File: config.mk
export PLATFORM = sky130hd
export DESIGN_NAME = speicher_arbiter
export DESIGN_NICKNAME = d
export VERILOG_FILES = /design/src/rtl/speicher_arbiter.sv
export SDC_FILE = /design/constraint.sdc
export NUM_CORES = 1
export LEC_CHECK = 0
export CORE_MARGIN = 1.5
export CORE_UTILIZATION = 30
export DETAILED_ROUTE_END_ITERATION = 8
export SLEW_MARGIN = 20
export SYNTH_ARGS = -nofsm -noshare
export SYNTH_HDL_FRONTEND = slang
export SYNTH_SLANG_ARGS = --single-unit
File: constraint.sdc
create_clock -name clk -period 2.2 [get_ports clk]
set_clock_uncertainty 0.2 [all_clocks]
set_input_delay 0.44 -clock clk [delete_from_list [all_inputs] [get_ports clk]]
set_output_delay 0.44 -clock clk [all_outputs]
set_load 0.02 [all_outputs]
File: src/rtl/speicher_arbiter.sv
// Round-robin arbiter that lets KANAELE requesting ports share one memory port.
// Only one access is in flight at a time; every output comes straight from a flop.
module speicher_arbiter #(
    parameter int KANAELE      = 2,
    parameter int ADRESSBREITE = 32,
    parameter int DATENBREITE  = 32
) (
    input  logic                            clk,
    input  logic                            rst_n,
    input  logic [KANAELE*ADRESSBREITE-1:0] Adresse,
    input  logic [KANAELE*DATENBREITE-1:0]  DatenRaus,
    input  logic [KANAELE-1:0]              LeseDaten,
    input  logic [KANAELE-1:0]              SchreibeDaten,
    output logic [DATENBREITE-1:0]          DatenRein,
    output logic [KANAELE-1:0]              DatenGeladen,
    output logic [KANAELE-1:0]              DatenGespeichert,
    output logic [ADRESSBREITE-1:0]         SpeicherAdresse,
    output logic [DATENBREITE-1:0]          SpeicherSchreibDaten,
    output logic                            SpeicherLesen,
    output logic                            SpeicherSchreiben,
    input  logic [DATENBREITE-1:0]          SpeicherLeseDaten,
    input  logic                            SpeicherFertig,
    output logic [2:0]                      AktiverKanal,
    output logic                            Belegt
);

    typedef enum logic [1:0] {FREI, ZUGRIFF, ANTWORT} zustand_t;

    zustand_t                zustand, zustand_n;
    logic [2:0]              letzter, letzter_n;
    logic [2:0]              kanal_n;
    logic [ADRESSBREITE-1:0] adresse_n;
    logic [DATENBREITE-1:0]  schreibdaten_n;
    logic [DATENBREITE-1:0]  rein_n;
    logic                    lesen_n, schreiben_n, belegt_n;
    logic [KANAELE-1:0]      geladen_n, gespeichert_n;

    logic [KANAELE-1:0]      anfrage;
    logic                    gefunden;
    logic [2:0]              wahl;
    logic [ADRESSBREITE-1:0] adresse_wahl;
    logic [DATENBREITE-1:0]  daten_wahl;
    logic                    schreib_wahl;

    assign anfrage = LeseDaten | SchreibeDaten;

    // Round-robin search: the port after the last grant has highest priority.
    always_comb begin
        // NOTE: every variable gets a default before any branch so no latch is inferred.
        gefunden     = 1'b0;
        wahl         = '0;
        adresse_wahl = '0;
        daten_wahl   = '0;
        schreib_wahl = 1'b0;
        for (int i = 0; i < KANAELE; i++) begin
            for (int k = 0; k < KANAELE; k++) begin
                if (!gefunden && anfrage[k] && k == (int'(letzter) + 1 + i) % KANAELE) begin
                    gefunden = 1'b1;
                    wahl     = 3'(k);
                end
            end
        end
        for (int k = 0; k < KANAELE; k++) begin
            if (3'(k) == wahl) begin
                adresse_wahl = Adresse[k*ADRESSBREITE +: ADRESSBREITE];
                daten_wahl   = DatenRaus[k*DATENBREITE +: DATENBREITE];
                schreib_wahl = SchreibeDaten[k];
            end
        end
    end

    always_comb begin
        zustand_n      = zustand;
        letzter_n      = letzter;
        kanal_n        = AktiverKanal;
        adresse_n      = SpeicherAdresse;
        schreibdaten_n = SpeicherSchreibDaten;
        rein_n         = DatenRein;
        lesen_n        = SpeicherLesen;
        schreiben_n    = SpeicherSchreiben;
        belegt_n       = Belegt;
        geladen_n      = '0;
        gespeichert_n  = '0;

        case (zustand)
            FREI: begin
                if (gefunden) begin
                    zustand_n      = ZUGRIFF;
                    letzter_n      = wahl;
                    kanal_n        = wahl;
                    adresse_n      = adresse_wahl;
                    schreibdaten_n = daten_wahl;
                    // A write wins when both request bits are set.
                    schreiben_n    = schreib_wahl;
                    lesen_n        = !schreib_wahl;
                    belegt_n       = 1'b1;
                end
            end
            ZUGRIFF: begin
                if (SpeicherFertig) begin
                    zustand_n   = ANTWORT;
                    lesen_n     = 1'b0;
                    schreiben_n = 1'b0;
                    if (!SpeicherSchreiben) begin
                        rein_n = SpeicherLeseDaten;
                    end
                    for (int k = 0; k < KANAELE; k++) begin
                        if (3'(k) == AktiverKanal) begin
                            geladen_n[k]     = !SpeicherSchreiben;
                            gespeichert_n[k] = SpeicherSchreiben;
                        end
                    end
                end
            end
            ANTWORT: begin
                zustand_n = FREI;
                belegt_n  = 1'b0;
            end
            default: begin
                zustand_n = FREI;
                belegt_n  = 1'b0;
            end
        endcase
    end

    always_ff @(posedge clk or negedge rst_n) begin
        if (!rst_n) begin
            zustand              <= FREI;
            letzter              <= 3'(KANAELE - 1);
            AktiverKanal         <= '0;
            SpeicherAdresse      <= '0;
            SpeicherSchreibDaten <= '0;
            DatenRein            <= '0;
            SpeicherLesen        <= 1'b0;
            SpeicherSchreiben    <= 1'b0;
            Belegt               <= 1'b0;
            DatenGeladen         <= '0;
            DatenGespeichert     <= '0;
        end else begin
            // NOTE: non-blocking assignments so every flop samples pre-edge values.
            zustand              <= zustand_n;
            letzter              <= letzter_n;
            AktiverKanal         <= kanal_n;
            SpeicherAdresse      <= adresse_n;
            SpeicherSchreibDaten <= schreibdaten_n;
            DatenRein            <= rein_n;
            SpeicherLesen        <= lesen_n;
            SpeicherSchreiben    <= schreiben_n;
            Belegt               <= belegt_n;
            DatenGeladen         <= geladen_n;
            DatenGespeichert     <= gespeichert_n;
        end
    end

endmodule

# Yosys cells after proc, flatten, opt, wreduce, memory -nomap -nowiden
# Cells that the tools add are included.
dict set report totals {
  reg_bits 109
  input_bits 167
  output_inout_bits 106
}
dict set report classes {
  add_sub_neg 2
  n_eq_ne 7
  muxes 31
  bitwise_logic 5
  reduce_logical 23
}
# op count
set ops {}
lappend ops {{two-way mux 32 bit} 4}
lappend ops {{logical NOT 32 bit} 2}
lappend ops {{two-way mux 1 bit} 15}
lappend ops {{two-way mux 2 bit} 6}
lappend ops {{logical AND 1 bit} 7}
lappend ops {{equality test 1 x 3 -> 1 bit, first input constant} 2}
lappend ops {{logical NOT 3 bit} 2}
lappend ops {{two-way mux 3 bit} 2}
lappend ops {{one-hot mux 1 bit (2 select lines)} 3}
lappend ops {{AND reduction 2 bit} 3}
lappend ops {{AND reduction 3 bit} 2}
lappend ops {{logical NOT 1 bit} 5}
lappend ops {{equality test 2 bit, first input constant} 2}
lappend ops {{!= test 2 bit, second input constant} 2}
lappend ops {{one-hot mux 2 bit (2 select lines)} 1}
lappend ops {{adder 1 bit, second input constant} 2}
lappend ops {{bitwise AND 1 bit, first input constant} 2}
lappend ops {{equality test 2 x 1 -> 1 bit, second input constant} 1}
lappend ops {{logical NOT 2 bit} 1}
lappend ops {{NOT 1 bit} 2}
lappend ops {{bitwise OR 2 bit} 1}
lappend ops {{nonzero test 2 bit} 1}

# Logic depth before layout (Yosys ltp)
# Gate-level depths: netlist of run 1.
dict set report depth {
  ltp_word 23
  ltp_mapped 6
  depth_no_buf 3
}

# Least setup slack after synthesis of run 1
# Ideal clock, no wire load.
dict set report synth_path {
  path_kind {in2reg}
  from {input SchreibeDaten[0]}
  to {register SpeicherSchreibDaten[29]}
  setup_ns 0.130
  arrival_ns 1.506
  slack_ns 0.364
  cell_stages 5
  path_buffers 2
  path_cell_list {or4_4 clkbuf_1 buf_2 a21oi_1 a31oi_1}
}
dict set report synth_via {
  elab_chain_len 18
}
# element line_no
set synth_lines {}
lappend synth_lines {{start, declared} 13} ;# input logic [KANAELE-1:0] SchreibeDaten,
lappend synth_lines {{bitwise OR 2 bit *} 45} ;# assign anfrage = LeseDaten | SchreibeDaten;
lappend synth_lines {{logical AND 1 bit} 57} ;# if (!gefunden && anfrage[k] && k == (int'(letzter) + 1 + i) % KANAELE) begin
lappend synth_lines {{two-way mux 1 bit} 57}
lappend synth_lines {{logical NOT 1 bit} 57}
lappend synth_lines {{logical AND 1 bit (2 in a row)} 57}
lappend synth_lines {{two-way mux 1 bit} 57}
lappend synth_lines {{logical NOT 1 bit} 57}
lappend synth_lines {{logical AND 1 bit (2 in a row)} 57}
lappend synth_lines {{two-way mux 1 bit} 57}
lappend synth_lines {{logical NOT 1 bit} 57}
lappend synth_lines {{logical AND 1 bit (2 in a row)} 57}
lappend synth_lines {{two-way mux 3 bit} 57}
lappend synth_lines {{logical NOT 3 bit} 64} ;# if (3'(k) == wahl) begin
lappend synth_lines {{two-way mux 32 bit (2 in a row)} 64}
lappend synth_lines {{end signal, assigned} 145} ;# SpeicherSchreibDaten <= schreibdaten_n;
lappend synth_lines {{end, declared} 18} ;# output logic [DATENBREITE-1:0] SpeicherSchreibDaten,
# Mark *: on every way between the ends. The rest lies on a longest branch, timed or not.
# A chain may end at the register's enable or synchronous reset.

# Worst setup path in the final report of run 1
dict set report layout_path {
  from {register SpeicherSchreiben}
  to {output SpeicherSchreiben}
}
# element line_no
set layout_rtl {}
lappend layout_rtl {{start, declared} 20} ;# output logic SpeicherSchreiben,
lappend layout_rtl {{start signal, assigned} 148} ;# SpeicherSchreiben <= schreiben_n;
# No word-level cell between the ends.

==> flow_summary.yaml, run 1 <==
final_layout:
  syn2layout_area_growth_pct: 68.0
  fillCellCount: 1470
  multi_input_area_mm2: 0.00209
  ff_latch_area_mm2: 0.00268
  n_antenna_cell: 0
  drive_above_1_share: 0.118
  stdcell_area_mm2: 0.00843
  nets: 901
setup_path:
  critPathMaxFanout: 6
  crit_type: "flip-flop to output port"
  worstSetupStartpoint: "SpeicherSchreiben"
  cp-end-kind: "output port"
  worst_ep_required_time_ns: 1.56
  cp-start-kind: "flip-flop"
  crit_path_end: "SpeicherSchreiben"
  reg2reg_setup_slack_ns: 0.49
  cp_num_buf_inv: 1
  max_stage_delay_ns: 0.67
  crit_chain: "clkdlybuf4s50_1"
  cp_top_family: "buffers and inverters"
  path_depth: 1
  slowest_stage: "clkdlybuf4s50_1"
  r2r_end: "DatenRein[6]"
  r2r_cells: 4
  arrival_ns: 1.48
  timing.rr.start: "zustand[1]"
floorplanning:
  pin_count: 273
  floorplan.rows: 47
  core_area_mm2: 0.0165
  die_w_um: 132
  die-area_mm2: 0.0175
  die_y_um: 132
  start_util: 0.305
clock_tree:
  cts_buffers: 9
  cts_buffer_depth: 2
  clkLatencyLatePin_ns: 0.35
  cts.sinks: 107
  cts_tree: "yes"
  post_cts_buffers: 0
  htreeDepth: 3
  clk_pin_slew_worst_paths_ns: 0.07
  cts_root_buf: "clkbuf_16"
  cts_resized: 0
  cts_hold_buffers: 1
worst_hold_path:
  hp-class: "input pin to asynchronous set/reset pin"
route:
  dr.pass1.iters: 7
  ant_nets: 0
  wl_per_cell_um: 17.8
  viasPerCell: 5.07
  totalWireLength_um: 17100
  drt_iter0_drc: 329
  num_vias: 4858
  drc_errors: 0
global_route:
  grt_pass1_vias: 5028
  antenna_found_initial: 0
  grt_pass1_wl_um: 27300
  grt_max_degree: 65
  grt_usage: 0.197
  grt-ovfl-total: 0
yosys:
  seq_area_frac_synth: 0.534
  ys_ff_latch: 107
  yosys.cell_types.count: 27
  synth_cells: 477
  yosys_warnings: 0
  syn_area_mm2: 0.00502
  syn_area_per_cell_um2: 10.5
sta:
  drv_slew: 0
  clock.fmax_mhz: 472
  setup_viol: 0
  fin_crit_ns: 2.12
  rsz0062_at_grt: "no"
  finalHoldViolCount: 0
  worst_hold_slack_ns: 0.309
  timing.setup.tns_ns: 0
  layout_worst_path_cycle_share: 0.964
  fin_ws_ns: 0.0794
place:
  dpl_cell_area_mm2: 0.00812
  gp_congestion: 0.827
  portBuffers: 270
  dp_slack_ns: -0.198
  dpl.hpwl_um: 12700
power_and_ir_drop:
  cellPowerDensity_mw_per_mm2: 1380
  ir_drop_uv: 553
  leakage_nw: 3.21
status:
  status: "finished, final reports clean"
run:
  cap_violations: 0
## report_power, final
part           total [mW]  switching (mW)  leakage (nW)  internal [mW]
Combinational        6.41            3.27          1.84           3.14
Clock                1.64           0.748         0.138          0.889
Sequential           3.55           0.586          1.23           2.97
Total                11.6            4.60          3.21           7.00
## through the flow
step	total power [mW]	util	std cells
6_report	11.6	0.512	959
5_1_grt	12.3	0.512	959
4_1_cts	11.7	0.512	959
3_5_place_dp	10.1	0.493	942
3_3_place_gp	9.92	0.493	942
2_1_floorplan	6.80	-	478
## how the worst min path moves through the flow
stage,startpoint,end,slack (ns),depth (start not counted)
after floorplan,rst_n,AktiverKanal[0],-0.06,0
final,rst_n,SpeicherAdresse[24],0.31,2
after global placement,rst_n,SpeicherAdresse[24],0.13,1
after global routing,rst_n,SpeicherAdresse[24],0.33,2
after detailed placement,rst_n,SpeicherAdresse[24],0.14,1
after CTS,rst_n,SpeicherAdresse[24],0.30,2
## per-layer routing
| metal | global-route usage | vias up | routed length (um) |
|---|---|---|---|
| met2 | 0.327 | 239 | 8190 |
| met4 | 0.0678 | 0 | 335 |
| li1 | - | 2277 | - |
| met5 | 0 | - | 0 |
| met1 | 0.249 | 2320 | 7170 |
| met3 | 0.0538 | 22 | 1370 |
## cells in the mapped netlist, drive strengths merged
master   count  area share
buf         19       0.029
nor2         5      0.0037
and3         1      0.0012
nand3b      65       0.097
a31oi       64       0.080
dfrtp      106        0.53
conb         1     0.00075
nand2b       1      0.0012
mux2        35       0.079
a2bb2oi      1      0.0017
mux2i        1      0.0020
clkbuf      34       0.025
a21boi       1      0.0015
nand2        2      0.0015
o21ai       67       0.067
o21a         1      0.0015
or4          1      0.0022
dfstp        1      0.0052
inv          2      0.0015
and2         3      0.0042
a21oi       64       0.064
nor3         1      0.0010
nor3b        1      0.0015
## kinds of logic after synthesis
| group | count (synthesis) | share of synthesized area |
|---|---|---|
| DFF | 107 | 0.534 |
| and+or+nand+nor | 80 | 0.114 |
| buffers and inverters | 55 | 0.0556 |
| muxes | 36 | 0.0805 |
| other | 1 | 0.000747 |
| AOI/OAI and AO/OA | 198 | 0.215 |
## flip-flops by register name, summed over array words and instances, names as in the netlist, 2 cells and up
| signal | count |
|---|---|
| DatenGeladen | 2 |
| DatenGespeichert | 2 |
| DatenRein | 32 |
| SpeicherAdresse | 32 |
| SpeicherSchreibDaten | 32 |
| zustand | 2 |
## cell usage in the layout, fill, tap and decap left out, types with 2 or more instances in the layout
master	n
clkdlybuf4s50_1	269
dfrtp_1	106
o21ai_0	66
nand3b_1	65
a21oi_1	64
a31oi_1	64
mux2_2	35
buf_4	15
buf_12	13
clkbuf_16	9
clkinvlp_4	3
inv_1	2
and2_1	2
nor2_4	2
nand2_1	2
nor2_1	2
conb_1	2
inv_6	2
## cell type report
type                    count  share of cell area
clock inverters             7             0.00890
inverters                   2            0.000890
flip-flops and latches    107               0.318
clock buffers               9              0.0267
repair buffers            298               0.365
multi-input cells         316               0.248
well taps                 220              0.0327
(Power assumes the default switching activity.)
==> run 2: changes to the inputs <==
--- a/config.mk
+++ b/config.mk
@@ -8,6 +8,9 @@
 export CORE_MARGIN = 1.5
 export CORE_UTILIZATION = 30
 export DETAILED_ROUTE_END_ITERATION = 8
+export HOLD_SLACK_MARGIN = 0.02
+export PLACE_DENSITY = 0.61
+export SETUP_SLACK_MARGIN = 0.4
 export SLEW_MARGIN = 20
 export SYNTH_ARGS = -nofsm -noshare
 export SYNTH_HDL_FRONTEND = slang
==> run 2 against run 1 <==
Effect of this change: cell count up 0.63%; critical path type is now input pin to flip-flop; critical endpoint is now AktiverKanal[0]; register-to-register slack gained 0.02 ns; non-clock buffer count rose by 5; die area stayed put; power is 2.9% lower.
==> flow_summary.yaml, run 2 (same netlist as run 1, synthesis figures left out) <==
status:
  status: "finished, final reports clean"
floorplanning:
  start_util: 0.305
  die-area_mm2: 0.0175
  pin_count: 273
  floorplan.rows: 47
  core_area_mm2: 0.0165
  die_w_um: 132
  die_y_um: 132
sta:
  clock.fmax_mhz: 554
  drv_slew: 0
  fin_crit_ns: 1.81
  finalHoldViolCount: 0
  timing.setup.tns_ns: 0
  fin_ws_ns: 0.395
  relSlewSlack: 0.606
  worst_slew_pin_slew_ns: 0.591
  setup_viol: 0
  rsz0062_at_grt: "yes"
  worst_hold_slack_ns: 0.307
  layout_worst_path_cycle_share: 0.821
setup_path:
  cp_num_buf_inv: 2
  max_stage_delay_ns: 0.55
  slowest_stage: "or4_4"
  cp-end-kind: "flip-flop"
  cp-start-kind: "input pin"
  arrival_ns: 1.84
  crit_type: "input pin to flip-flop"
  critPathMaxFanout: 6
  cp_top_family: "simple AND/OR/NAND/NOR gates"
  worst_ep_required_time_ns: 2.24
  crit_chain: "dlygate4sd2_1 > or4_4 > and2_4 > buf_6 > mux2_2"
route:
  dr.pass1.iters: 5
  viasPerCell: 5.09
  drc_errors: 0
  totalWireLength_um: 17400
  num_vias: 4916
  wl_per_cell_um: 18.0
  ant_nets: 0
  drt_iter0_drc: 297
global_route:
  grt_usage: 0.194
  antenna_found_initial: 1
  grt_pass1_wl_um: 26600
  grt_pass1_vias: 4995
  grt-ovfl-total: 0
  grt_max_degree: 108
final_layout:
  syn2layout_area_growth_pct: 70.1
  drive_above_1_share: 0.145
  stdcell_area_mm2: 0.00854
  top_regs: "DatenRein (32), SpeicherAdresse (32), SpeicherSchreibDaten (32)"
  layout_commonest_cell: "clkdlybuf4s50_1"
  fillCellCount: 1504
  nets: 906
  most-common-layout-cells: "clkdlybuf4s50_1, dfrtp_1, dlygate4sd2_1"
  final_cells: 965
run:
  cap_violations: 0
power_and_ir_drop:
  cellPowerDensity_mw_per_mm2: 1320
  ir_drop_uv: 587
  leakage_nw: 3.42
clock_tree:
  clkLatencyLatePin_ns: 0.35
  cts.sinks: 107
  clk_pin_slew_worst_paths_ns: 0.07
  cts_buffer_depth: 2
  cts_buffers: 9
  htreeDepth: 3
  cts_tree: "yes"
  cts_root_buf: "clkbuf_16"
worst_hold_path:
  hp-class: "flip-flop to flip-flop"
place:
  portBuffers: 270
  dp_cells: 939
  dpl.hpwl_um: 11700
  dp_slack_ns: -0.111
  dpl_cell_area_mm2: 0.00807
  gp_congestion: 0.807
[run 2: cell count changes in the layout (fill, tap and decap cells not counted), moves of 4 or more]
cell / before / now
a31oi_4: 0 / 4
a21oi_1: 64 / 55
buf_6: 0 / 4
dlygate4sd2_1: 0 / 105
clkdlybuf4s50_1: 269 / 161
a21oi_2: 0 / 8
a31oi_1: 64 / 59
[run 2: path summary, 6_finish.rpt]
check	start	end	slack, ns	depth (start not counted)
min in group asynchronous	rst_n	DatenRein[9]	0.52	3
hold reg to reg	DatenRein[31]	DatenRein[31]	0.31	1
setup / recovery	LeseDaten[0]	AktiverKanal[0]	0.39	5
hold / removal	DatenRein[31]	DatenRein[31]	0.31	1
setup reg to reg	zustand[1]	DatenRein[18]	0.51	4
max in group asynchronous	rst_n	SpeicherAdresse[25]	0.83	3
[run 2: per-layer routing]
layer	share of wire	wire length (um)	vias to the layer above	track usage
met2	0.48	8320	238	0.333
met5	0	0	-	0
met3	0.071	1230	32	0.0465
met1	0.42	7320	2350	0.231
li1	-	-	2296	-
met4	0.030	519	0	0.0861
[run 2: stage by stage]
step,total power [mW],utilization
floorplan,6.80,-
global placement,9.80,0.490
detailed placement,9.92,0.490
CTS,11.2,0.511
global route,12.0,0.518
finish,11.3,0.518
[run 2: final cells by class]
cell class / count / area (um2) / area share
clock inverters: 6 / 95.1 / 0.0111
diodes: 1 / 2.50 / 0.000293
well taps: 220 / 275 / 0.0322
multi-input cells: 316 / 2200 / 0.258
flip-flops and latches: 107 / 2680 / 0.314
repair buffers: 303 / 3040 / 0.356
clock buffers: 10 / 239 / 0.0280
inverters: 2 / 7.51 / 0.000879
[run 2: where the power goes]
group / total (mW) / internal [mW] / switching (mW)
Clock: 1.81 / 1.04 / 0.763
Combinational: 5.94 / 2.58 / 3.36
Sequential: 3.52 / 2.97 / 0.555
Total: 11.3 / 6.59 / 4.68
[run 2: timing repair]
item                                   4_1_cts  5_1_grt
setup endpoints to repair                  171       66
gates cloned                                 2        1
endpoints found under the hold margin      106        0
hold buffers                                 1        0
setup buffers                                4        1
resized for setup                          120       18
pin swaps                                    2        2
==> run 3: changes to the inputs <==
==> constraint.sdc (replaced) <==
create_clock -name clk -period 1.7 [get_ports clk]
set_clock_uncertainty 0.2 [all_clocks]
set_input_delay 0.34 -clock clk [delete_from_list [all_inputs] [get_ports clk]]
set_output_delay 0.34 -clock clk [all_outputs]
set_load 0.02 [all_outputs]
==> run 3 against run 2 <==
Effect of this change: the run now ends with setup timing left; power up 84%; final area up 25%; first-iteration DRC count down 40%; global-route usage up 2.7 points; worst hold slack worse by 0.17 ns; via count up 9.7%; sequential power up 39%; die area unchanged; critical path depth up 2; combinational power up 130%.
==> flow_summary.yaml, run 3 (same netlist as run 1, synthesis figures left out) <==
route:
  num_vias: 5394
  drc_errors: 0
  drt_iter0_drc: 178
  totalWireLength_um: 21000
  ant_nets: 0
  viasPerCell: 5.06
  wl_per_cell_um: 19.8
  dr.pass1.iters: 4
sta:
  drv_slew: 0
  clock.fmax_mhz: 573
  finalHoldViolCount: 0
  setup_viol: 9
  fin_ws_ns: -0.0467
  fin_crit_ns: 1.75
  rsz0062_at_grt: "yes"
  worst_hold_slack_ns: 0.142
  layout_worst_path_cycle_share: 1.03
floorplanning:
  floorplan.rows: 47
  start_util: 0.305
  core_area_mm2: 0.0165
  die_w_um: 132
  die_y_um: 132
  pin_count: 273
  die-area_mm2: 0.0175
power_and_ir_drop:
  intPower_mw: 12.5
  comb_power_share: 0.663
  power_frac_seq: 0.237
  power_mw: 20.7
  p_sw_frac: 0.395
  power.share.clock: 0.099
  leakage_nw: 4.30
  ir_drop_uv: 992
  p_switching_mw: 8.18
  cellPowerDensity_mw_per_mm2: 1940
worst_hold_path:
  hold_depth: 2
  hold_path_startpoint: "SpeicherFertig"
  hp-class: "input pin to flip-flop"
clock_tree:
  cts.sinks: 107
  htreeDepth: 3
  cts_buffer_depth: 2
  cts_tree: "yes"
  cts_root_buf: "clkbuf_16"
  cts_buffers: 9
  clk_pin_slew_worst_paths_ns: 0.07
  clkLatencyLatePin_ns: 0.35
global_route:
  grt_usage: 0.221
  grt_pass1_vias: 5308
  grt_max_degree: 61
  grt-ovfl-total: 0
  grt_pass1_wl_um: 30100
  antenna_found_initial: 1
final_layout:
  layout_commonest_cell: "clkdlybuf4s50_1"
  drive_above_1_share: 0.456
  top_regs: "DatenRein (32), SpeicherAdresse (32), SpeicherSchreibDaten (32)"
  multi_input_area_mm2: 0.00304
  syn2layout_area_growth_pct: 113
  most-common-layout-cells: "clkdlybuf4s50_1, buf_6, dfrtp_1"
  fillCellCount: 1214
  ff_latch_area_mm2: 0.00268
  nets: 1006
  stdcell_area_mm2: 0.0107
setup_path:
  timing.rr.start: "zustand[1]"
  critPathMaxFanout: 4
  r2r_cells: 4
  crit_type: "input pin to flip-flop"
  cp-start-kind: "input pin"
  arrival_ns: 1.82
  worstSetupStartpoint: "SchreibeDaten[0]"
  cp-end-kind: "flip-flop"
  worst_ep_required_time_ns: 1.77
place:
  dpl.hpwl_um: 12000
  dpl_cell_area_mm2: 0.00820
  gp_congestion: 0.799
  dp_slack_ns: -0.510
  portBuffers: 270
status:
  violations: "setup timing"
  status: "complete, but fails checks"
run:
  cap_violations: 0
run 3: cell count changes in the layout (fill, tap and decap cells not counted), sizes merged:
cell           previous run  this run
clkbuf                   12        16
bufbuf                    0         1
buf                      32       236
clkdlybuf4s15             2         0
clkinv                    0         2
dlygate4sd2             105         1
bufinv                    2         0
clkdlybuf4s50           161       160
inv                       4         3
clkinvlp                  2         1
run 3: final cells by class:
type                            count  area share
Tap cell                          220      0.0257
Sequential cell                   107       0.251
Multi-Input combinational cell    316       0.284
Inverter                            2    0.000702
Timing Repair Buffer              403       0.411
Clock buffer                       12      0.0240
Clock inverter                      4     0.00316
Antenna cell                        1    0.000234
run 3: metrics by stage:
| step | setup TNS, ns | utilization | std cells |
|---|---|---|---|
| after global placement | -40.31 | 0.498 | 942 |
| after detailed placement | -41.90 | 0.498 | 942 |
| final | -0.324 | 0.649 | 1065 |
| after floorplan | 0 | - | 478 |
| after global routing | -2.01 | 0.649 | 1065 |
| after CTS | -0.000261 | 0.594 | 1022 |
run 3: repair_timing:
item	CTS	global route
gates cloned	11	5
gates resized for setup	732	78
pin swaps	9	16
endpoints found under the setup margin	209	210
hold buffers	1	0
endpoints found under the hold margin	106	0
setup buffers	52	37
run 3: power by group through the flow:
stage | combinational [mW] | clock, mW | sequential, mW
6_report | 13.7 | 2.06 | 4.91
5_1_grt | 14.4 | 2.19 | 5.03
4_1_cts | 11.6 | 2.11 | 4.88
3_5_place_dp | 8.47 | 0 | 4.64
3_3_place_gp | 8.35 | 0 | 4.60
2_1_floorplan | 2.98 | 0 | 6.04
run 3: worst paths after layout:
kind	slack, ns	end
max	-0.05	SpeicherAdresse[30]
min	0.14	zustand[0]
max reg2reg	0.01	DatenRein[15]
min reg2reg	0.29	Belegt
max in group asynchronous	0.61	letzter[0]
min in group asynchronous	0.35	DatenRein[26]
run 3: worst max-delay path, cell delays in order:
cell       delay (ns)
buf_6            0.09
or4_4            0.54
buf_6            0.14
and2_4           0.18
buf_6            0.14
bufbuf_16        0.27
a31oi_1          0.12
run 3: metal layers:
| layer | track usage | up-vias | routed length (um) |
|---|---|---|---|
| met4 | 0.0653 | 0 | 333 |
| met5 | 0 | - | 0 |
| li1 | - | 2501 | - |
| met1 | 0.294 | 2646 | 8960 |
| met3 | 0.0408 | 22 | 1200 |
| met2 | 0.369 | 225 | 10500 |
==> RTL change 1 (flow settings as in run 2) <==
The parameter `ADRESSBREITE` goes from 32 to 64.
--- a/src/rtl/speicher_arbiter.sv
+++ b/src/rtl/speicher_arbiter.sv
@@ -2,7 +2,7 @@
 // Only one access is in flight at a time; every output comes straight from a flop.
 module speicher_arbiter #(
     parameter int KANAELE      = 2,
-    parameter int ADRESSBREITE = 32,
+    parameter int ADRESSBREITE = 64,
     parameter int DATENBREITE  = 32
 ) (
     input  logic                            clk,
Interface: changed (resized Adresse and SpeicherAdresse); port bits go from 273 to 369. No check against the original RTL was run, so the function may have changed too.
==> RTL change 1 against run 2 <==
Sequential cell count grew 32; die area grew 32%; via count grew 39%; critical path type unchanged; core utilization grew 1.4 points; routed wire length grew 44%; largest power group unchanged; setup slack gained 0.0010 ns; synthesized area grew 33%; final area grew 36%; power grew 37%; final cell count grew 36%.
==> RTL change 1: results (changes against run 2) <==
[synthesis]
syn_inst=663  ; was 477
synth_compound_area_share_pct=24.21  ; was 21.52%
synthMuxAreaShare_pct=5.915  ; was 8.055%
synthDistinctLibCells=30  ; was 27
ys_top_cells_by_area=dfrtp_1 (52%), nand3b_1 (11%), a31oi_1 (9.0%)  ; was dfrtp_1 (53%), nand3b_1 (9.7%), a31oi_1 (8.0%)
synth_common_cells=dfrtp_1 (138), o21ai_0 (99), nand3b_1 (97)  ; was dfrtp_1 (106), o21ai_0 (66), nand3b_1 (65)
seq_area_frac_synth_pct=52.23  ; was 53.39%
synth_area_um2=6663  ; was 5017 um^2

[status]
status=finished, final reports clean  ; unchanged

[worst_setup_path]
path_max_fanout=7  ; was 6
critPathMaxStageDelay_ns=0.66  ; was 0.55 ns
crit_arrival_ns=1.90  ; was 1.84 ns
reg2reg_slack_ns=0.45  ; was 0.51 ns

[routing]
drt_iter0_drc=329  ; was 297
via_count=6820  ; was 4916
wirelength_um=25000  ; was 17400 um
first_pass_iters=5  ; unchanged
post_drt_wl_per_cell_um=19.00  ; was 18.03 um

[finish]
drive_above_1_share_pct=15.17  ; was 14.52%
reg_top3=SpeicherAdresse x64, DatenRein x32, SpeicherSchreibDaten x32  ; was DatenRein x32, SpeicherAdresse x32, SpeicherSchreibDaten x32
final_nets=1253  ; was 906
fill_cells=2004  ; was 1504

[clock_tree]
cts_made_buffers=17  ; was 9
cts_max_level=4  ; was 3
clock_latency_ns=0.42  ; was 0.35 ns
cts_buffer_depth=2  ; unchanged
cts-root-buf=clkbuf_16  ; unchanged

[power_and_ir_drop]
ir_drop_mv=0.6332  ; was 0.5871 mV
p_int_w=0.008904  ; was 0.006589 W
p_leak_nw=4.570  ; was 3.422 nW

[global_route]
grt_first_pass_wirelength_um=38810  ; was 26610 um
grt_max_degree=60  ; was 108
grt_pass1_vias=6693  ; was 4995
grt_usage_pct=21.31  ; was 19.37%

[place]
gp_congestion=0.7738  ; was 0.8071
hpwlAfterDp_um=17090  ; was 11690 um
io_buffer_count=366  ; was 270

[worst_hold_path]
min_path_type=input port to async pin  ; was register to register

## RTL change 1: per-layer routing
metal	wire (um)	vias to the layer above	global-route usage [%]
met1	10290	3280	26.21
li1	-	3200	-
met4	533	0	8.183
met5	0	-	0
met3	1716	38	5.533
met2	12460	302	35.75
## RTL change 1: per-stage QoR
stage / cell area [um^2] / worst slack [ns] / utilization, % / hold WS [ns] / setup TNS (ns)
2_1_floorplan: 6679 / 0.3544 / - / -0.05559 / 0
3_3_place_gp: 10970 / -0.05406 / 50.28 / 0.1619 / -3.116
3_5_place_dp: 10970 / -0.1019 / 50.28 / 0.1642 / -7.149
6_report: 11610 / 0.3956 / 53.22 / 0.2724 / 0
4_1_cts: 11580 / 0.2814 / 53.05 / 0.2779 / 0
5_1_grt: 11610 / 0.3732 / 53.22 / 0.2966 / 0
## RTL change 1: timing repair
item | in CTS | in global routing
gates cloned | 3 | 0
hold endpoints to repair | 29 | 0
pin swaps | 0 | 2
resized for setup | 190 | 108
setup endpoints to repair | 213 | 207
hold buffers | 1 | 0
buffers inserted | 1 | 3
## RTL change 1: logic make-up (layout without fill, tap and decap cells)
family | Yosys count | in the layout
AO/OA/AOI/OAI | 296 | 296
flip-flops | 139 | 139
AND/OR/NAND/NOR | 113 | 113
buffers and inverters | 79 | 450
multiplexers | 35 | 35
other | 1 | 3
## RTL change 1: layout make-up
class,instances,area (um^2),share of cell area [%]
Inverter,2,7.507,0.06463
Timing Repair Buffer,416,4285,36.90
Tap cell,280,350.3,3.016
Sequential cell,139,3480,29.96
Clock buffer,17,425.4,3.663
Clock inverter,15,177.7,1.530
Antenna cell,1,2.502,0.02154
Multi-Input combinational cell,446,2887,24.85
## RTL change 1: final timing paths
check	start	end	cells after the start
worst max-delay path	LeseDaten[0]	SpeicherAdresse[19]$_DFFE_PN0P_	6
worst min-delay path	rst_n	SpeicherAdresse[13]$_DFFE_PN0P_	2
worst max register to register	zustand[0]$_DFFE_PN0P_	SpeicherSchreibDaten[17]$_DFFE_PN0P_	4
worst min register to register	DatenRein[28]$_DFFE_PN0P_	DatenRein[28]$_DFFE_PN0P_	1
max in group asynchronous	rst_n	SpeicherSchreibDaten[1]$_DFFE_PN0P_	3
min in group clk	DatenRein[28]$_DFFE_PN0P_	DatenRein[28]$_DFFE_PN0P_	1
## RTL change 1: power groups by stage
stage,sequential (W),combinational (W),clock (W)
final,0.00459,0.00794,0.00296
after global routing,0.00477,0.00851,0.00314
after CTS,0.00456,0.00793,0.00303
after detailed placement,0.00462,0.00870,0
after global placement,0.00457,0.00864,0
after floorplan,0.00608,0.00279,0
==> RTL change 2 (settings of run 2) <==
Made on the original files. Encoding of `zustand_t`: now one-hot (3 bits for 3 values).
--- a/src/rtl/speicher_arbiter.sv
+++ b/src/rtl/speicher_arbiter.sv
@@ -24,7 +24,7 @@
     output logic                            Belegt
 );
 
-    typedef enum logic [1:0] {FREI, ZUGRIFF, ANTWORT} zustand_t;
+    typedef enum logic [2:0] {FREI = 3'b001, ZUGRIFF = 3'b010, ANTWORT = 3'b100} zustand_t;
 
     zustand_t                zustand, zustand_n;
     logic [2:0]              letzter, letzter_n;
Check against the original RTL: same outputs for any inputs over 4 cycles, from zero or initial values and one cycle with rst_n low; so few cycles prove little.
==> RTL change 2 against run 2 <==
Synthesized area is 0.97% higher; largest cell class unchanged; routed wire length is 9.4% higher; power is 18% higher; sequential cell count is 1 higher; setup slack worse by 0.054 ns; final area is 8.4% higher; via count is 2.8% higher.
==> RTL change 2: results (changes against run 2) <==
[status]
status=finished, final reports clean  ; unchanged

[routing]
vias_per_cell=5.101  ; was 5.094
first_pass_iters=4  ; was 5
drt-met1-wl_um=7828  ; was 7323 um
met3_length_um=1181  ; was 1230 um
route.met2.wl_um=9527  ; was 8324 um

[finish]
signal_buffers=324  ; was 303
multi_input_area_share_pct=26.56  ; was 25.78%
fill_cells=1412  ; was 1504
stdcell_count=991  ; was 965
nonClkBufAreaFrac_pct=37.58  ; was 35.59%
multiInputGateArea_um2=2457  ; was 2201 um^2
inverters_excl_clock=1  ; was 2
clock_cell_area_share_pct=3.598  ; was 3.913%

[global_route]
grt_max_degree=83  ; was 108
grt_first_pass_wirelength_um=26830  ; was 26610 um
antenna_found_initial=0  ; was 1
grtUsageMet3_pct=4.291  ; was 4.652%

[worst_hold_path]
min_path_cells=3  ; was 1
worstHoldStart=SpeicherFertig  ; was DatenRein[31]$_DFFE_PN0P_
min_path_type=input port to register  ; was register to register

[synthesis]
avgSynthCellArea_um2=10.45  ; was 10.52 um^2
synth_seq_cells=108  ; was 107
synth_compound_area_share_pct=21.56  ; was 21.52%

[sta]
whs_ns=0.2308  ; was 0.3069 ns

[power_and_ir_drop]
combPwrFrac_pct=59.7  ; was 52.7%

[worst_setup_path]
cpLargestDelayFamily=buffers and inverters  ; was simple AND/OR/NAND/NOR gates
critPathMaxStageDelay_ns=0.44  ; was 0.55 ns
reg2reg_slack_ns=0.34  ; was 0.51 ns
reg2reg_from=zustand[0]$_DFFE_PN1P_  ; was zustand[1]$_DFFE_PN0P_

[die]
core_um2=16520  ; was 16470 um^2

[place]
dp_cells=941  ; was 939
gp_congestion=0.7789  ; was 0.8071

[RTL change 2: how the worst max path moves through the flow]
| stage | slack [ns] | endpoint | depth (start not counted) | startpoint |
|---|---|---|---|---|
| after floorplan | 0.24 | SpeicherAdresse[12]$_DFFE_PN0P_ | 7 | SchreibeDaten[0] |
| after global placement | -0.26 | SpeicherAdresse[0]$_DFFE_PN0P_ | 5 | SchreibeDaten[0] |
| after detailed placement | -0.29 | SpeicherSchreibDaten[5]$_DFFE_PN0P_ | 5 | SchreibeDaten[0] |
| after CTS | 0.28 | SpeicherSchreibDaten[31]$_DFFE_PN0P_ | 7 | zustand[0]$_DFFE_PN1P_ |
| after global routing | 0.28 | SpeicherSchreibDaten[2]$_DFFE_PN0P_ | 7 | zustand[0]$_DFFE_PN1P_ |
| final | 0.34 | SpeicherAdresse[15]$_DFFE_PN0P_ | 8 | SchreibeDaten[1] |
